===== config.mk =====
export PLATFORM = sky130hd
export DESIGN_NAME = cordic_iter_ctrl
export DESIGN_NICKNAME = d
export VERILOG_FILES = /design/src/rtl/cordic_pkg.sv /design/src/rtl/cordic_iter_cnt.sv /design/src/rtl/cordic_iter_ctrl.sv
export SDC_FILE = /design/constraint.sdc
export NUM_CORES = 1
export LEC_CHECK = 0
export ABC_AREA = 1
export CAP_MARGIN = 20
export CORE_UTILIZATION = 45
export DETAILED_ROUTE_END_ITERATION = 7
export PLACE_DENSITY = 0.8
export SYNTH_ARGS = -nofsm -noshare
export SYNTH_HDL_FRONTEND = slang
export SYNTH_SLANG_ARGS = --single-unit

===== constraint.sdc =====
create_clock -name C -period 1.95 [get_ports C]
set_input_delay 0.39 -clock C [delete_from_list [all_inputs] [get_ports C]]
set_output_delay 0.39 -clock C [all_outputs]
set_load 0.03 [all_outputs]

===== src/rtl/cordic_pkg.sv =====
// Shared definitions for the iterative CORDIC sequencer: state encoding, mode codes and
// default iteration geometry.
package cordic_pkg;

   typedef enum logic [2:0] {
      ST_IDLE = 3'd0,
      ST_LOAD = 3'd1,
      ST_ITER = 3'd2,
      ST_GAIN = 3'd3,
      ST_DONE = 3'd4
   } cordic_state_e;

   localparam logic MODE_ROT = 1'b0;
   localparam logic MODE_VEC = 1'b1;

   localparam int unsigned N_ITER_DEF = 16;
   localparam int unsigned IDX_W_DEF  = 5;

endpackage


===== src/rtl/cordic_iter_cnt.sv =====
// Iteration counter for the CORDIC sequencer: up-counter with synchronous clear (priority over
// enable) and a terminal-count flag at N_ITER-1.
module cordic_iter_cnt #(
   parameter int unsigned IDX_W  = 5,
   parameter int unsigned N_ITER = 16
) (
   input  logic             C,
   input  logic             R,
   input  logic             clr,
   input  logic             en,
   output logic [IDX_W-1:0] cnt,
   output logic             tc
);

   localparam logic [IDX_W-1:0] LAST = IDX_W'(N_ITER - 1);

   always_ff @(posedge C) begin
      if (R || clr) begin
         cnt <= '0;
      end else if (en) begin
         cnt <= cnt + IDX_W'(1);
      end
   end

   assign tc = (cnt == LAST);

endmodule


===== src/rtl/cordic_iter_ctrl.sv =====
// Sequencer for the iterative CORDIC X/Y/Z datapath. Define CORDIC_GAIN_COMP_EN to add the
// one-cycle GAIN state and its gain_ce strobe between the last iteration and DONE.
module cordic_iter_ctrl
   import cordic_pkg::*;
#(
   parameter int unsigned N_ITER = N_ITER_DEF,
   parameter int unsigned IDX_W  = IDX_W_DEF
) (
   input  logic             C,
   input  logic             R,
   input  logic             in_valid,
   output logic             in_ready,
   input  logic             mode,
   input  logic             z_sign,
   input  logic             y_sign,
   output logic             load,
   output logic             ce,
   output logic [IDX_W-1:0] iter_idx,
   output logic             dir,
   output logic             busy,
   output logic             out_valid,
   input  logic             out_ready
`ifdef CORDIC_GAIN_COMP_EN
   ,
   output logic             gain_ce
`endif
);

   cordic_state_e    state, state_d;
   logic             mode_q;
   logic [IDX_W-1:0] cnt;
   logic             tc;
   logic             cnt_clr;
   logic             cnt_en;

   // Clearing on LOAD and on the last iteration keeps iter_idx within 0..N_ITER-1.
   assign cnt_en  = (state == ST_ITER);
   assign cnt_clr = (state == ST_LOAD) || ((state == ST_ITER) && tc);

   cordic_iter_cnt #(
      .IDX_W  (IDX_W),
      .N_ITER (N_ITER)
   ) u_cnt (
      .C   (C),
      .R   (R),
      .clr (cnt_clr),
      .en  (cnt_en),
      .cnt (cnt),
      .tc  (tc)
   );

   always_comb begin
      state_d = state;
      unique case (state)
         ST_IDLE: if (in_valid) state_d = ST_LOAD;
         ST_LOAD: state_d = ST_ITER;
`ifdef CORDIC_GAIN_COMP_EN
         ST_ITER: if (tc) state_d = ST_GAIN;
`else
         ST_ITER: if (tc) state_d = ST_DONE;
`endif
         ST_GAIN: state_d = ST_DONE;
         ST_DONE: if (out_ready) state_d = ST_IDLE;
         default: state_d = ST_IDLE;
      endcase
   end

   // Moore strobes are decoded from the next state so they line up with the registered state.
   always_ff @(posedge C) begin
      if (R) begin
         state     <= ST_IDLE;
         mode_q    <= MODE_ROT;
         in_ready  <= 1'b1;
         load      <= 1'b0;
         ce        <= 1'b0;
         busy      <= 1'b0;
         out_valid <= 1'b0;
`ifdef CORDIC_GAIN_COMP_EN
         gain_ce   <= 1'b0;
`endif
      end else begin
         state <= state_d;
         if ((state == ST_IDLE) && in_valid) begin
            mode_q <= mode;
         end
         in_ready  <= (state_d == ST_IDLE);
         load      <= (state_d == ST_LOAD);
         ce        <= (state_d == ST_LOAD) || (state_d == ST_ITER);
         busy      <= (state_d != ST_IDLE);
         out_valid <= (state_d == ST_DONE);
`ifdef CORDIC_GAIN_COMP_EN
         gain_ce   <= (state_d == ST_GAIN);
`endif
      end
   end

   assign iter_idx = (state == ST_ITER) ? cnt : '0;

   // Direction follows the live sign bits, so it is only valid during ITER.
   assign dir = (state == ST_ITER) && ((mode_q == MODE_VEC) ? y_sign : ~z_sign);

endmodule


Word-level counts from Yosys, hierarchy flattened
Index checks and enable logic that the tools add are counted.

Bits in registers: 14. Latch bits: 0. RAM bits: 0. Bits in read-only memories: 0. Input bits: 7. Output and inout port bits: 11. Memories kept: 0.

$add $sub $neg: 1. $mul: 0. Div/mod/pow operators: 0. Order comparisons: 0. Eq/ne operators: 8. Shift-type cells: 0. Mux-type cells: 6. Bitwise logic cells: 1. Reductions and logical operators: 9.

Operators by type and width (count): $pmux 3 s5 (1); $eq 3x2->1 const B (3); $mux 3 (3); $eq 3x1->1 const B (2); $eq 3x3->1 const B (2); $logic_not 3->1 (2); $add 5x1->5 const B (1); $eq 5x4->1 const B (1); $mux 5 (1); $logic_and 1x1->1 (3); $logic_or 1x1->1 (3); $reduce_bool 3->1 (1); $mux 1 (1); $not 1->1 (1).

Longest topological paths before layout
Depth after elaboration: 5. Mapped depth: 10.

Modules after synthesis
A second synthesis with hierarchy kept.

Cell total of the unflattened synthesis: 93. Area, all modules: 650.6 µm².

Modules (own cells, without submodules): cordic_iter_ctrl (instances 1, cells an instance 64, area each 405.4 µm², seq. area each 180.2 µm²); cordic_iter_cnt (instances 1, cells an instance 29, area each 245.2 µm², seq. area each 100.1 µm²).

Worst setup path before layout
Ideal clock, no wire load.

Path type: register to output. From: register state[1]. To: output port dir. Arrival: 1072 ps. Required time: 1560 ps. Setup slack: 488 ps. Cell stages (with the launch flop): 4. Cell sequence: dfxtp_1 > nand3_4 > buf_4 > nor2_1.

Longest elaborated chain between the ends: 2.

Ends and longest elaborated chain: start, declared (RTL line cordic_iter_ctrl.sv:29) `cordic_state_e state, state_d;`; start signal, assigned (RTL line cordic_iter_ctrl.sv:82) `state <= state_d;`; $eq 3x2->1 (RTL line cordic_iter_ctrl.sv:100) `assign dir = (state == ST_ITER) && ((mode_q == MODE_VEC) ? y_sign : ~z_sign);`; $logic_and 1x1->1 (RTL line cordic_iter_ctrl.sv:100); end, declared (RTL line cordic_iter_ctrl.sv:19) `output logic dir,`.

No other way between the ends.

Worst setup path in the final report
From: register state[1]. To: output port iter_idx[0].

Longest elaborated chain between the ends: 2.

Ends and longest elaborated chain: $eq 3x2->1 (RTL line cordic_iter_ctrl.sv:97) `assign iter_idx = (state == ST_ITER) ? cnt : '0;`; $mux 5 (RTL line cordic_iter_ctrl.sv:97); end, declared (RTL line cordic_iter_ctrl.sv:18) `output logic [IDX_W-1:0] iter_idx,`.

No other way between the ends.

==> impl_metrics.yaml <==
run_status:
  outcome: "finished, final reports clean"
logic_synthesis:
  synthDistinctLibCells: 19
  synth-seq-cells: 14
  netlist_area_um2: 651.9
  synth.avg_cell_area_um2: 7.243
  synthTopCellsByArea: "dfxtp_1, nor2_1, nand2_1"
  syn_nets: 99
  seq_area_frac_synth_pct: 42.99
  postSynthCellCount: 90
  yosys.area.top_type: "dfxtp_1"
  yosysTopAreaCellShare_pct: 42.99
  yosysWarningCount: 0
die:
  initial_core_util_pct: 49.48
  die-area_mm2: 0.001605
  dieHeight_um: 40.06
  rows: 13
  die_x_um: 40.06
  core-area_mm2: 0.001318
  pin_count: 18
global_route:
  antenna_found_initial: 0
  grt_pass1_vias: 497
  grt_start_max_net_pins: 15
  grtUsageTotal_pct: 17.09
  grt_pass1_wl_um: 1766
  grt_overflow: 0
route:
  post_drt_wl_per_cell_um: 9.056
  drc_errors: 0
  finalWirelength_um: 1132
  ant_nets: 0
  dr.pass1.iters: 4
  drt-vias-per-instance: 4.712
  first_iter_violations: 3
  num_vias: 589
placement:
  place_inst: 121
  hpwl_um: 909.6
  dpl_cell_area_um2: 830.8
  routabilityCongestion: 0.6646
  portBuffers: 17
  dp_slack_ps: 174.8
clocking:
  cts_tree: "done"
  htreeDepth: 1
  insertion_delay_ps: 270
  root_buffer: "clkbuf_4"
  cts_setup_buffers: 0
  numCtsBuffers: 3
  clock_sinks: 14
  clock_path_buffers: 2
  path_clk_slew_ps: 80
run:
  drv_cap: 0
worst_hold_path:
  hold_path.class: "register to register"
  whs_path_depth: 2
timing:
  setup_viol: 0
  timing.final.crit_share_pct: 91.88
  max_slew_margin_pct: 79.22
  tns_ps: 0
  hold_viol_final: 0
  slew_viol_final: 0
  fin_crit_ps: 1792
  worst_pin_slew_ps: 310.7
  rsz0062_at_grt: "false"
  setup_ws_ps: 158.4
  fin_skew_ps: 0.4933
  whs_ps: 460.1
  max_freq_mhz: 558.2
worst_setup_path:
  path_class: "register to primary output"
  arrival_ps: 1400
  r2r_start: "u_cnt.cnt[1]"
  required_ps: 1560
  crit_end: "iter_idx[0]"
  end_kind: "primary output"
  reg2reg_slack_ps: 430
  r2r-end: "in_ready"
  crit_path_start: "state[1]"
  r2r_cells: 9
  start_kind: "register"
  worstPathMaxFanout: 14
power:
  irDropWorstVdd_mv: 0.5026
  powerDensity_mw_per_mm2: 724.1
  power_leakage_nw: 0.3973
final_layout:
  antenna_cells: 0
  design_area_um2: 860.8
  multi_input_area_um2: 304.0
  drive_gt1_share_pct: 15.45
  fin_cells: 125
  syn_to_final_growth_pct: 32.05
  fillerInstances: 114
  regArea_um2: 280.3
  nets: 120
-- placed cells by master, fill, tap and decap left out --
cell type | Yosys | routed
o21ai_0 | 2 | 2
clkdlybuf4s50_1 | 0 | 11
nand2_2 | 1 | 1
nor3_1 | 1 | 1
dlygate4sd2_1 | 0 | 5
nor2_4 | 1 | 1
nand3_4 | 1 | 1
nand4_1 | 1 | 1
inv_2 | 4 | 4
dfxtp_1 | 14 | 14
clkbuf_8 | 0 | 1
a21oi_1 | 5 | 5
nand2_1 | 16 | 16
buf_4 | 1 | 1
nor2_1 | 17 | 17
ha_1 | 2 | 2
or2_1 | 1 | 1
nand3_1 | 6 | 6
o21ai_2 | 1 | 1
nor2_2 | 3 | 3
nand3_2 | 1 | 1
clkbuf_4 | 0 | 3
inv_1 | 12 | 12
-- area by class of cell --
cell class,count,area share (%)
Multi-Input combinational cell,59,35.32
Sequential cell,14,32.56
Timing Repair Buffer,17,18.75
Inverter,16,6.977
Clock buffer,4,4.215
Tap cell,15,2.180
-- worst min path at each step --
stage / from / to / slack, ps
after floorplan: u_cnt.cnt[4] / u_cnt.cnt[4] / 430
after global placement: u_cnt.cnt[4] / u_cnt.cnt[4] / 450
after detailed placement: u_cnt.cnt[4] / u_cnt.cnt[4] / 450
after CTS: u_cnt.cnt[4] / u_cnt.cnt[4] / 460
after global routing: u_cnt.cnt[4] / u_cnt.cnt[4] / 500
final: u_cnt.cnt[4] / u_cnt.cnt[4] / 460
-- cells in the mapped netlist --
cell type   n
or2_1       1
nand4_1     1
nor3_1      1
nand2_1    16
inv_2       4
dfxtp_1    14
nand3_1     6
nor2_4      1
inv_1      12
ha_1        2
o21ai_2     1
buf_4       1
nor2_1     17
nand2_2     1
nor2_2      3
o21ai_0     2
a21oi_1     5
nand3_2     1
nand3_4     1
-- sequential cells by signal (all words and copies together), names as in the netlist --
register   flops
busy           1
mode_q         1
state          3
u_cnt.cnt      5
out_valid      1
load           1
ce             1
in_ready       1
-- power breakdown --
group / total (W) / internal (W) / switching, W
logic: 0.000110 / 0.0000463 / 0.0000638
registers: 0.000312 / 0.000302 / 0.00000989
clock network: 0.000202 / 0.000114 / 0.0000880
-- logic make-up (layout without fill, tap and decap cells) --
| group | count (synthesis) | after routing | share of synthesized area, % |
|---|---|---|---|
| simple gates | 49 | 49 | 36.09 |
| buf+inv | 17 | 37 | 10.36 |
| flops | 14 | 14 | 42.99 |
| compound gates | 8 | 8 | 6.718 |
| fa+ha+maj | 2 | 2 | 3.838 |
-- worst max-delay path, stage by stage, from the launching register on --
cell           delay [ps]
dfxtp_1               420
nand3_4               180
nor2_2                130
dlygate4sd2_1         400
-- timing repair --
item,4_1_cts,5_1_grt
setup endpoints to repair,5,0
gates resized for setup,5,0
hold buffers,0,0
-- layer usage --
| metal | up-vias | GRT usage [%] | share of wire (%) |
|---|---|---|---|
| met3 | 2 | 5.000 | 5.0 |
| met2 | 14 | 30.65 | 50 |
| met5 | - | 0 | 0 |
| met1 | 255 | 17.12 | 43 |
| li1 | 318 | - | - |
| met4 | 0 | 10.34 | 0.97 |
-- per-stage QoR --
step / utilization (%) / total power (W)
2_1_floorplan: - / 0.0003894
3_3_place_gp: 63.06 / 0.0004280
3_5_place_dp: 63.06 / 0.0004303
4_1_cts: 65.34 / 0.0006336
5_1_grt: 65.34 / 0.0006636
6_report: 65.34 / 0.0006233
Power figures use the tool's default switching activity.
